===== config.mk =====
export PLATFORM = sky130hd
export DESIGN_NAME = alu_share_ctrl_flat
export DESIGN_NICKNAME = d
export VERILOG_FILES = /design/src/rtl/alu_share_ctrl_if.sv /design/src/rtl/alu_share_ctrl.sv /design/src/flat_wrapper.sv
export SDC_FILE = /design/constraint.sdc
export NUM_CORES = 1
export LEC_CHECK = 0
export BUFFER_PORTS_ARGS = -buffer_cell sky130_fd_sc_hd__buf_2
export CAP_MARGIN = 20
export CELL_PAD_IN_SITES_DETAIL_PLACEMENT = 1
export CELL_PAD_IN_SITES_GLOBAL_PLACEMENT = 1
export CORE_UTILIZATION = 29
export DETAILED_ROUTE_END_ITERATION = 10
export PLACE_DENSITY = 0.8
export SYNTH_ARGS = -nofsm -noshare
export SYNTH_HDL_FRONTEND = slang
export SYNTH_SLANG_ARGS = --single-unit

===== constraint.sdc =====
create_clock -name clk -period 1.5 [get_ports clk]
set_input_delay 0.075 -clock clk [delete_from_list [all_inputs] [get_ports clk]]
set_output_delay 0.075 -clock clk [all_outputs]
set_load 0.05 [all_outputs]

===== src/rtl/alu_share_ctrl_if.sv =====
// alu_share_ctrl_if: request/response channels and ALU drive bus of alu_share_ctrl.
interface alu_share_ctrl_if;
   logic        req0Valid, req1Valid, req0Ready, req1Ready;
   logic [31:0] req0A, req0B, req1A, req1B;
   logic [3:0]  req0Op, req1Op;
   logic        rsp0Valid, rsp1Valid, rsp0Ready, rsp1Ready;
   logic [31:0] rspResult;
   logic        rspZero, rspOverflow, rspError;
   logic [31:0] aluInA, aluInB;
   logic [3:0]  aluControl;
   logic [31:0] aluResult;
   logic        aluZero, aluOverflow;
   logic        busy;
   modport master (
      output req0Valid, req1Valid, req0A, req0B, req1A, req1B, req0Op, req1Op,
      output rsp0Ready, rsp1Ready, aluResult, aluZero, aluOverflow,
      input  req0Ready, req1Ready, rsp0Valid, rsp1Valid, rspResult, rspZero,
      input  rspOverflow, rspError, aluInA, aluInB, aluControl, busy
   );
   modport slave (
      input  req0Valid, req1Valid, req0A, req0B, req1A, req1B, req0Op, req1Op,
      input  rsp0Ready, rsp1Ready, aluResult, aluZero, aluOverflow,
      output req0Ready, req1Ready, rsp0Valid, rsp1Valid, rspResult, rspZero,
      output rspOverflow, rspError, aluInA, aluInB, aluControl, busy
   );
endinterface


===== src/rtl/alu_share_ctrl.sv =====
// alu_share_ctrl: round-robin sharing of one combinational ALU between two requesters,
// with a settle counter and a registered, back-pressurable response.
module alu_share_ctrl #(
   parameter int EXEC_CYCLES = 1
) (
   input logic clk,
   input logic reset,
   alu_share_ctrl_if.slave bus
);
   typedef enum logic [1:0] {IDLE, EXEC, RESP} state_t;
   localparam logic [3:0] CNT_LOAD = 4'(EXEC_CYCLES - 1);
   state_t      r_state;
   logic        r_last, r_gnt, r_busy, r_rsp0_valid, r_rsp1_valid, r_zero, r_ovf, r_err;
   logic [3:0]  r_cnt, r_alu_ctl;
   logic [31:0] r_alu_a, r_alu_b, r_result;
   logic        w_idle, w_pick1, w_accept, w_legal, w_rsp_ready;
   assign w_idle      = r_state == IDLE;
   assign w_pick1     = bus.req1Valid & (~bus.req0Valid | ~r_last);
   assign w_accept    = w_idle & (bus.req0Valid | bus.req1Valid);
   assign w_legal     = r_alu_ctl inside {4'b0000, 4'b0001, 4'b0010, 4'b0110,
                                          4'b1000, 4'b1001, 4'b1100, 4'b1101};
   assign w_rsp_ready = r_gnt ? bus.rsp1Ready : bus.rsp0Ready;
   assign bus.req0Ready   = w_idle & bus.req0Valid & ~w_pick1;
   assign bus.req1Ready   = w_idle & w_pick1;
   assign bus.rsp0Valid   = r_rsp0_valid;
   assign bus.rsp1Valid   = r_rsp1_valid;
   assign bus.rspResult   = r_result;
   assign bus.rspZero     = r_zero;
   assign bus.rspOverflow = r_ovf;
   assign bus.rspError    = r_err;
   assign bus.aluInA      = r_alu_a;
   assign bus.aluInB      = r_alu_b;
   assign bus.aluControl  = r_alu_ctl;
   assign bus.busy        = r_busy;
   // The ALU drive registers double as the operand latch; 1111 parks the ALU at zero.
   always_ff @(posedge clk) begin
      if (reset) begin
         r_state      <= IDLE;
         r_last       <= 1'b1;
         r_gnt        <= 1'b0;
         r_cnt        <= 4'd0;
         r_busy       <= 1'b0;
         r_rsp0_valid <= 1'b0;
         r_rsp1_valid <= 1'b0;
         r_result     <= '0;
         r_zero       <= 1'b0;
         r_ovf        <= 1'b0;
         r_err        <= 1'b0;
         r_alu_a      <= '0;
         r_alu_b      <= '0;
         r_alu_ctl    <= 4'hF;
      end else begin
         case (r_state)
            IDLE: if (w_accept) begin
               r_state   <= EXEC;
               r_gnt     <= w_pick1;
               r_cnt     <= CNT_LOAD;
               r_busy    <= 1'b1;
               r_alu_a   <= w_pick1 ? bus.req1A : bus.req0A;
               r_alu_b   <= w_pick1 ? bus.req1B : bus.req0B;
               r_alu_ctl <= w_pick1 ? bus.req1Op : bus.req0Op;
            end
            EXEC: if (r_cnt == 4'd0) begin
               r_state      <= RESP;
               r_result     <= w_legal ? bus.aluResult : '0;
               r_zero       <= w_legal & bus.aluZero;
               r_ovf        <= (r_alu_ctl == 4'b0010) & bus.aluOverflow;
               r_err        <= ~w_legal;
               r_rsp0_valid <= ~r_gnt;
               r_rsp1_valid <= r_gnt;
               r_alu_a      <= '0;
               r_alu_b      <= '0;
               r_alu_ctl    <= 4'hF;
            end else begin
               r_cnt <= r_cnt - 4'd1;
            end
            RESP: if (w_rsp_ready) begin
               r_state      <= IDLE;
               r_last       <= r_gnt;
               r_busy       <= 1'b0;
               r_rsp0_valid <= 1'b0;
               r_rsp1_valid <= 1'b0;
            end
            default: r_state <= IDLE;
         endcase
      end
   end
endmodule


===== src/flat_wrapper.sv =====
// flat-port wrapper written by rule: the top's interface ports become plain ports
module alu_share_ctrl_flat 
#(
   parameter int EXEC_CYCLES = 1
)
  (clk, reset, bus_req0Valid, bus_req1Valid, bus_req0A, bus_req0B, bus_req1A, bus_req1B, bus_req0Op, bus_req1Op, bus_rsp0Ready, bus_rsp1Ready, bus_aluResult, bus_aluZero, bus_aluOverflow, bus_req0Ready, bus_req1Ready, bus_rsp0Valid, bus_rsp1Valid, bus_rspResult, bus_rspZero, bus_rspOverflow, bus_rspError, bus_aluInA, bus_aluInB, bus_aluControl, bus_busy);
  alu_share_ctrl_if bus_i ();
  input logic clk;
  input logic reset;
  input wire logic [$bits(bus_i.req0Valid)-1:0] bus_req0Valid;
  input wire logic [$bits(bus_i.req1Valid)-1:0] bus_req1Valid;
  input wire logic [$bits(bus_i.req0A)-1:0] bus_req0A;
  input wire logic [$bits(bus_i.req0B)-1:0] bus_req0B;
  input wire logic [$bits(bus_i.req1A)-1:0] bus_req1A;
  input wire logic [$bits(bus_i.req1B)-1:0] bus_req1B;
  input wire logic [$bits(bus_i.req0Op)-1:0] bus_req0Op;
  input wire logic [$bits(bus_i.req1Op)-1:0] bus_req1Op;
  input wire logic [$bits(bus_i.rsp0Ready)-1:0] bus_rsp0Ready;
  input wire logic [$bits(bus_i.rsp1Ready)-1:0] bus_rsp1Ready;
  input wire logic [$bits(bus_i.aluResult)-1:0] bus_aluResult;
  input wire logic [$bits(bus_i.aluZero)-1:0] bus_aluZero;
  input wire logic [$bits(bus_i.aluOverflow)-1:0] bus_aluOverflow;
  output wire logic [$bits(bus_i.req0Ready)-1:0] bus_req0Ready;
  output wire logic [$bits(bus_i.req1Ready)-1:0] bus_req1Ready;
  output wire logic [$bits(bus_i.rsp0Valid)-1:0] bus_rsp0Valid;
  output wire logic [$bits(bus_i.rsp1Valid)-1:0] bus_rsp1Valid;
  output wire logic [$bits(bus_i.rspResult)-1:0] bus_rspResult;
  output wire logic [$bits(bus_i.rspZero)-1:0] bus_rspZero;
  output wire logic [$bits(bus_i.rspOverflow)-1:0] bus_rspOverflow;
  output wire logic [$bits(bus_i.rspError)-1:0] bus_rspError;
  output wire logic [$bits(bus_i.aluInA)-1:0] bus_aluInA;
  output wire logic [$bits(bus_i.aluInB)-1:0] bus_aluInB;
  output wire logic [$bits(bus_i.aluControl)-1:0] bus_aluControl;
  output wire logic [$bits(bus_i.busy)-1:0] bus_busy;
  assign bus_i.req0Valid = bus_req0Valid;
  assign bus_i.req1Valid = bus_req1Valid;
  assign bus_i.req0A = bus_req0A;
  assign bus_i.req0B = bus_req0B;
  assign bus_i.req1A = bus_req1A;
  assign bus_i.req1B = bus_req1B;
  assign bus_i.req0Op = bus_req0Op;
  assign bus_i.req1Op = bus_req1Op;
  assign bus_i.rsp0Ready = bus_rsp0Ready;
  assign bus_i.rsp1Ready = bus_rsp1Ready;
  assign bus_i.aluResult = bus_aluResult;
  assign bus_i.aluZero = bus_aluZero;
  assign bus_i.aluOverflow = bus_aluOverflow;
  assign bus_req0Ready = bus_i.req0Ready;
  assign bus_req1Ready = bus_i.req1Ready;
  assign bus_rsp0Valid = bus_i.rsp0Valid;
  assign bus_rsp1Valid = bus_i.rsp1Valid;
  assign bus_rspResult = bus_i.rspResult;
  assign bus_rspZero = bus_i.rspZero;
  assign bus_rspOverflow = bus_i.rspOverflow;
  assign bus_rspError = bus_i.rspError;
  assign bus_aluInA = bus_i.aluInA;
  assign bus_aluInB = bus_i.aluInB;
  assign bus_aluControl = bus_i.aluControl;
  assign bus_busy = bus_i.busy;
  alu_share_ctrl #(.EXEC_CYCLES(EXEC_CYCLES)) u_core (.clk(clk), .reset(reset), .bus(bus_i));
endmodule

* After elaboration in Yosys (flattened, before gate mapping)
Cells that the tools add are included.
** Word-level totals
- Flip-flop bits (word level) :: 114
- Input port bits :: 176
- Output and inout port bits :: 108
** Cells by class
- Reduce and logical (&&, ||, !) cells :: 15
- Add/subtract/negate cells :: 1
- Bitwise operators :: 14
- Muxes and demuxes :: 27
- Eq/ne operators :: 13
** Operator list (count)
- 32-bit two-way mux :: 6
- 32-bit one-hot mux with 2 select lines :: 2
- 4-bit two-way mux :: 5
- 4-bit equality test, second input constant :: 4
- 4-bit one-hot mux with 2 select lines :: 2
- 3-bit AND reduction :: 5
- 4-bit logical NOT :: 2
- 8-bit nonzero test :: 1
- 1-bit bitwise AND :: 7
- 2-bit two-way mux :: 3
- 1-bit one-hot mux with 2 select lines :: 3
- 2-bit one-hot mux with 3 select lines :: 1
- 2-bit AND reduction :: 3
- 2-bit nonzero test :: 3
- 1-bit two-way mux :: 5
- 1-bit inverter :: 5
- 4-bit by 1-bit equality test with 1-bit output, second input constant :: 1
- 4-bit by 2-bit equality test with 1-bit output, second input constant :: 1
- 4-bit by 3-bit equality test with 1-bit output, second input constant :: 1
- 2-bit by 1-bit != test with 1-bit output, second input constant :: 2
- 2-bit != test, second input constant :: 2
- 4-bit by 1-bit subtractor with 4-bit output, second input constant :: 1
- 2-bit by 1-bit equality test with 1-bit output, second input constant :: 1
- 2-bit equality test, second input constant :: 1
- 2 further kinds :: 3

* Depth between registers and ports, before layout
- Word-level depth :: 6
- Mapped depth :: 7

* Worst setup path after synthesis
OpenSTA, ideal clock, no wires.
- Path type :: flip-flop to flip-flop
- Start :: register u_core.r_alu_ctl[2] (netlist: u_core.bus.aluControl[2])
- End :: register u_core.r_result[21] (netlist: u_core.bus.rspResult[21])
- Setup slack :: -0.351 ns
- Setup time :: 0.138 ns
- Arrival time :: 1.713 ns
- Path buffers :: 1
- Period minus slack after synthesis :: 1.851 ns
- Required time :: 1.362 ns
- Cell stages (with the launch flop) :: 5
- Path through :: dfxtp_1 > or3b_2 > nand4_1 > clkbuf_1 > o32ai_1
** Between the ends
- Longest elaborated chain between the ends :: 3
- Elaborated cells between the ends (all ways) :: 10
** Ends and longest elaborated chain
- start, declared :: RTL line alu_share_ctrl.sv:14 : logic [3:0] r_cnt, r_alu_ctl;
- start signal, assigned :: RTL line alu_share_ctrl.sv:61 : r_alu_ctl <= w_pick1 ? bus.req1Op : bus.req0Op;
- 4-bit by 1-bit equality test with 1-bit output, or another cell as far along :: RTL line alu_share_ctrl.sv:20 : assign w_legal = r_alu_ctl inside {4'b0000, 4'b0001, 4'b0010, 4'b0110,
- 8-bit nonzero test * :: RTL line alu_share_ctrl.sv:20
- 32-bit two-way mux * :: RTL line alu_share_ctrl.sv:65 : r_result <= w_legal ? bus.aluResult : '0;
- end signal, assigned :: RTL line alu_share_ctrl.sv:65
- end, declared :: RTL line alu_share_ctrl.sv:15 : logic [31:0] r_alu_a, r_alu_b, r_result;
Every way passes the cells marked *; elsewhere a longest branch is shown, timed or not.
A chain may end at the register's enable or synchronous reset.

* Final worst setup path
- Start :: register u_core.r_cnt[1]
- End :: register u_core.r_result[28] (netlist: u_core.bus.rspResult[28])
** Between the ends
- Longest elaborated chain between the ends :: 2
** Ends and longest elaborated chain
- start, declared :: RTL line alu_share_ctrl.sv:14
- start signal, assigned :: RTL line alu_share_ctrl.sv:75 : r_cnt <= r_cnt - 4'd1;
- 4-bit logical NOT :: RTL line alu_share_ctrl.sv:63 : EXEC: if (r_cnt == 4'd0) begin
- 2-bit AND reduction (no line)
Every way passes these cells.

==> results.ini <==
[global_route]
grt_pass1_wl_um=34600
grt_pass1_vias=6407
track_usage_pct=25.4
overflow=0
grt_antenna_before_repair=5
grt_max_degree=75

[timing]
rsz0062_at_grt=yes
min_period_over_period_pct=107
fin_ws_ns=-0.108
fmax_mhz=622
hold_violations=0
setup_viol=90
fin_skew_ns=0.00936
tns_ns=-5.45
min_period_ns=1.61
slew_headroom_pct=75.9
max_slew.worst_pin.slew_ns=0.352
drv_slew=0

[cells_and_area]
final_util_pct=55.9
drive_above_1_share_pct=53.4
finalInstanceArea_um2=9370
nFillCells=1794
seq_area_um2=2290
syn_to_final_growth_pct=86.3
multi_input_area_um2=2750
fin_nets=1075
stdcell_count=1135

[synthesis]
synth_nets=648
ys_warn_count=0
syn_area_um2=5030
synth_ff_type=dfxtp_1
synth.most_common_cell=dfxtp_1
ys_top_cells_by_area=dfxtp_1, mux2_2, a32o_1, o32ai_1, nand2b_1
yosys.area.top_type=dfxtp_1
yosysSeqAreaShare_pct=45.4
synth.distinct_cells=42
ys_top_cells_by_count=dfxtp_1, a32o_1, mux2_2
netlist.area_leader.share_pct=45.4
synth-seq-cells=114
ys_async_sr_fraction_pct=0
syn_area_per_cell_um2=10.7
synth_edf_count=0
synthCells=470

[floorplanning]
initial_core_util_pct=30.0
io_pins=284
fp.dieH_um=134
die_x_um=134
rows=47
core_area_um2=16800
die-area_um2=17900

[job]
maxCapViolations=0

[power_and_ir_drop]
peakVddDrop_mv=0.805
p_leak_nw=4.20
powerDensity_nw_per_um2=1130

[route]
drt_iter0_markers=201
vias_per_cell=5.19
routedWlPerCell_um=21.9
drc=0
drtAntennaViolNets=0
wl_um=24800
drt_pass1_iterations=4
via_count=5890

[clocking]
cts.sinks=114
cts_max_level=4
clock_path_buffers=2
clock-root-buffer=clkbuf_16
cts.clk_slew.worst_paths_ns=0.06
tritoncts=yes
clock_latency_ns=0.42
cts_buffers=17

[placed_design]
placed_cells=970
dp_hpwl_um=12600
io_buffers=283
pre_cts_ws_ns=-0.0750
gp_congestion=0.756
place_area_um2=7020

[critical_path]
cp.depth=6
critPathMaxStageDelay_ns=0.41
critPathKind=flop to flop
worst_ep_arrival_time_ns=1.89
worstRegToRegCells=6
path_cells=inv_2 -> ha_4 -> or3b_4 -> nor2_4 -> buf_12 -> o32ai_1
start_kind=flop
critPathCaptureType=flop
critical_path.max_fanout=27
cp_slowest_cell=or3b_4
crit_buf_inv=2
crit_family=simple AND/OR/NAND/NOR gates
worst_ep_required_time_ns=1.78

[min_path]
hp-class=input pin to flop
worstHoldPathCells=3

[status]
status=complete, but fails checks
failed_checks=setup timing

==> worst register-to-register path: stages (launching register included) <==
cell	delay, ns
dfxtp_2	0.32
inv_2	0.08
ha_4	0.15
or3b_4	0.41
nor2_4	0.17
buf_12	0.21
o32ai_1	0.13
==> state kept, by name, indices dropped and copies added, names as in the netlist, 2 cells and up <==
register,flops
u_core.bus.rspResult,32
u_core.bus.aluInA,32
u_core.bus.aluInB,32
u_core.r_cnt,4
u_core.bus.aluControl,4
u_core.r_state,2
==> layout by cell type (no fill, tap or decap), types with 2 or more instances in the layout <==
master         netlist  layout
mux2i_1              5       3
o32ai_4              0       3
nor2b_1              4       3
dlygate4sd3_1        0     111
mux2i_2              0       2
buf_6                0       9
clkbuf_8             0       4
buf_2               15     281
nand2b_1            37      37
o221ai_1             4       3
clkinvlp_4           0       4
inv_2                0       3
o32ai_1             35      19
nand3_1              2       2
dfxtp_1            114     106
mux2_4               0      30
a32o_1              64      63
nand2_1              5       4
o32ai_2              0      13
inv_1               41      38
buf_16               0       2
clkbuf_16            0      22
buf_12               0       9
nor2_4               0       3
nand4_1              2       2
o21ai_0              5       4
diode_2              0       5
a21oi_1             11      10
buf_4                5      31
clkinv_2             0       4
buf_8                0       7
a32oi_1              4       4
clkbuf_1            25       2
dfxtp_2              0       7
mux2_2              64      34
==> per-layer routing <==
metal,part of all wire [%],vias up,track usage [%]
li1,-,2644,-
met2,53,312,46.5
met3,6.8,81,8.33
met1,36,2853,25.1
met5,0,-,0
met4,4.8,0,13.8
==> area by class of cell <==
class                      instances  area share, %
tap                              220           2.94
timing repair buffer             455           35.4
clock inverter                     9          0.854
inverter                          41           1.64
multi-input combinational        268           29.4
clock buffer                      23           5.21
antenna                            5          0.133
sequential                       114           24.5
==> kinds of logic after synthesis <==
logic type	after synthesis	synth area share [%]
AO/OA/AOI/OAI	131	23.1
flip-flops	114	45.4
multiplexers	69	15.3
adder cells (fa/ha/maj)	2	0.497
buffers and inverters	88	7.31
AND/OR/NAND/NOR	66	8.43
==> final timing paths <==
| check | startpoint | slack [ns] | endpoint |
|---|---|---|---|
| setup / recovery | u_core.r_cnt[1]$_SDFFE_PP0P_ | -0.11 | u_core.bus.rspResult[28]$_SDFFE_PP0P_ |
| hold / removal | bus_req0B[22] | 0.006 | u_core.bus.aluInB[22]$_SDFFE_PP0P_ |
| setup reg to reg | u_core.r_cnt[1]$_SDFFE_PP0P_ | -0.11 | u_core.bus.rspResult[28]$_SDFFE_PP0P_ |
| hold reg to reg | u_core.bus.busy$_SDFFE_PP0P_ | 0.47 | u_core.bus.busy$_SDFFE_PP0P_ |
==> stage by stage <==
stage | hold slack, ns | power, mW
final | 0.00644 | 10.6
after global routing | 0.0000481 | 10.9
after CTS | 0.0000372 | 10.3
after detailed placement | 0.333 | 5.99
after global placement | 0.322 | 5.94
after floorplan | 0.229 | 5.14
==> power by group <==
group	leakage (nW)	total [mW]	switching [mW]	internal (mW)
clock network	0.271	3.98	1.54	2.44
registers	0.934	3.44	0.161	3.28
logic	3.00	3.14	1.85	1.29
==> timing repair <==
item                       4_1_cts  5_1_grt
setup buffers                    6        4
hold buffers                   108        3
cloned                           1        6
setup endpoints to repair      101      108
hold endpoints to repair        74        2
pin swaps                       34       10
resized for setup               52       44
Note: power is estimated with default switching activity, not from simulation.
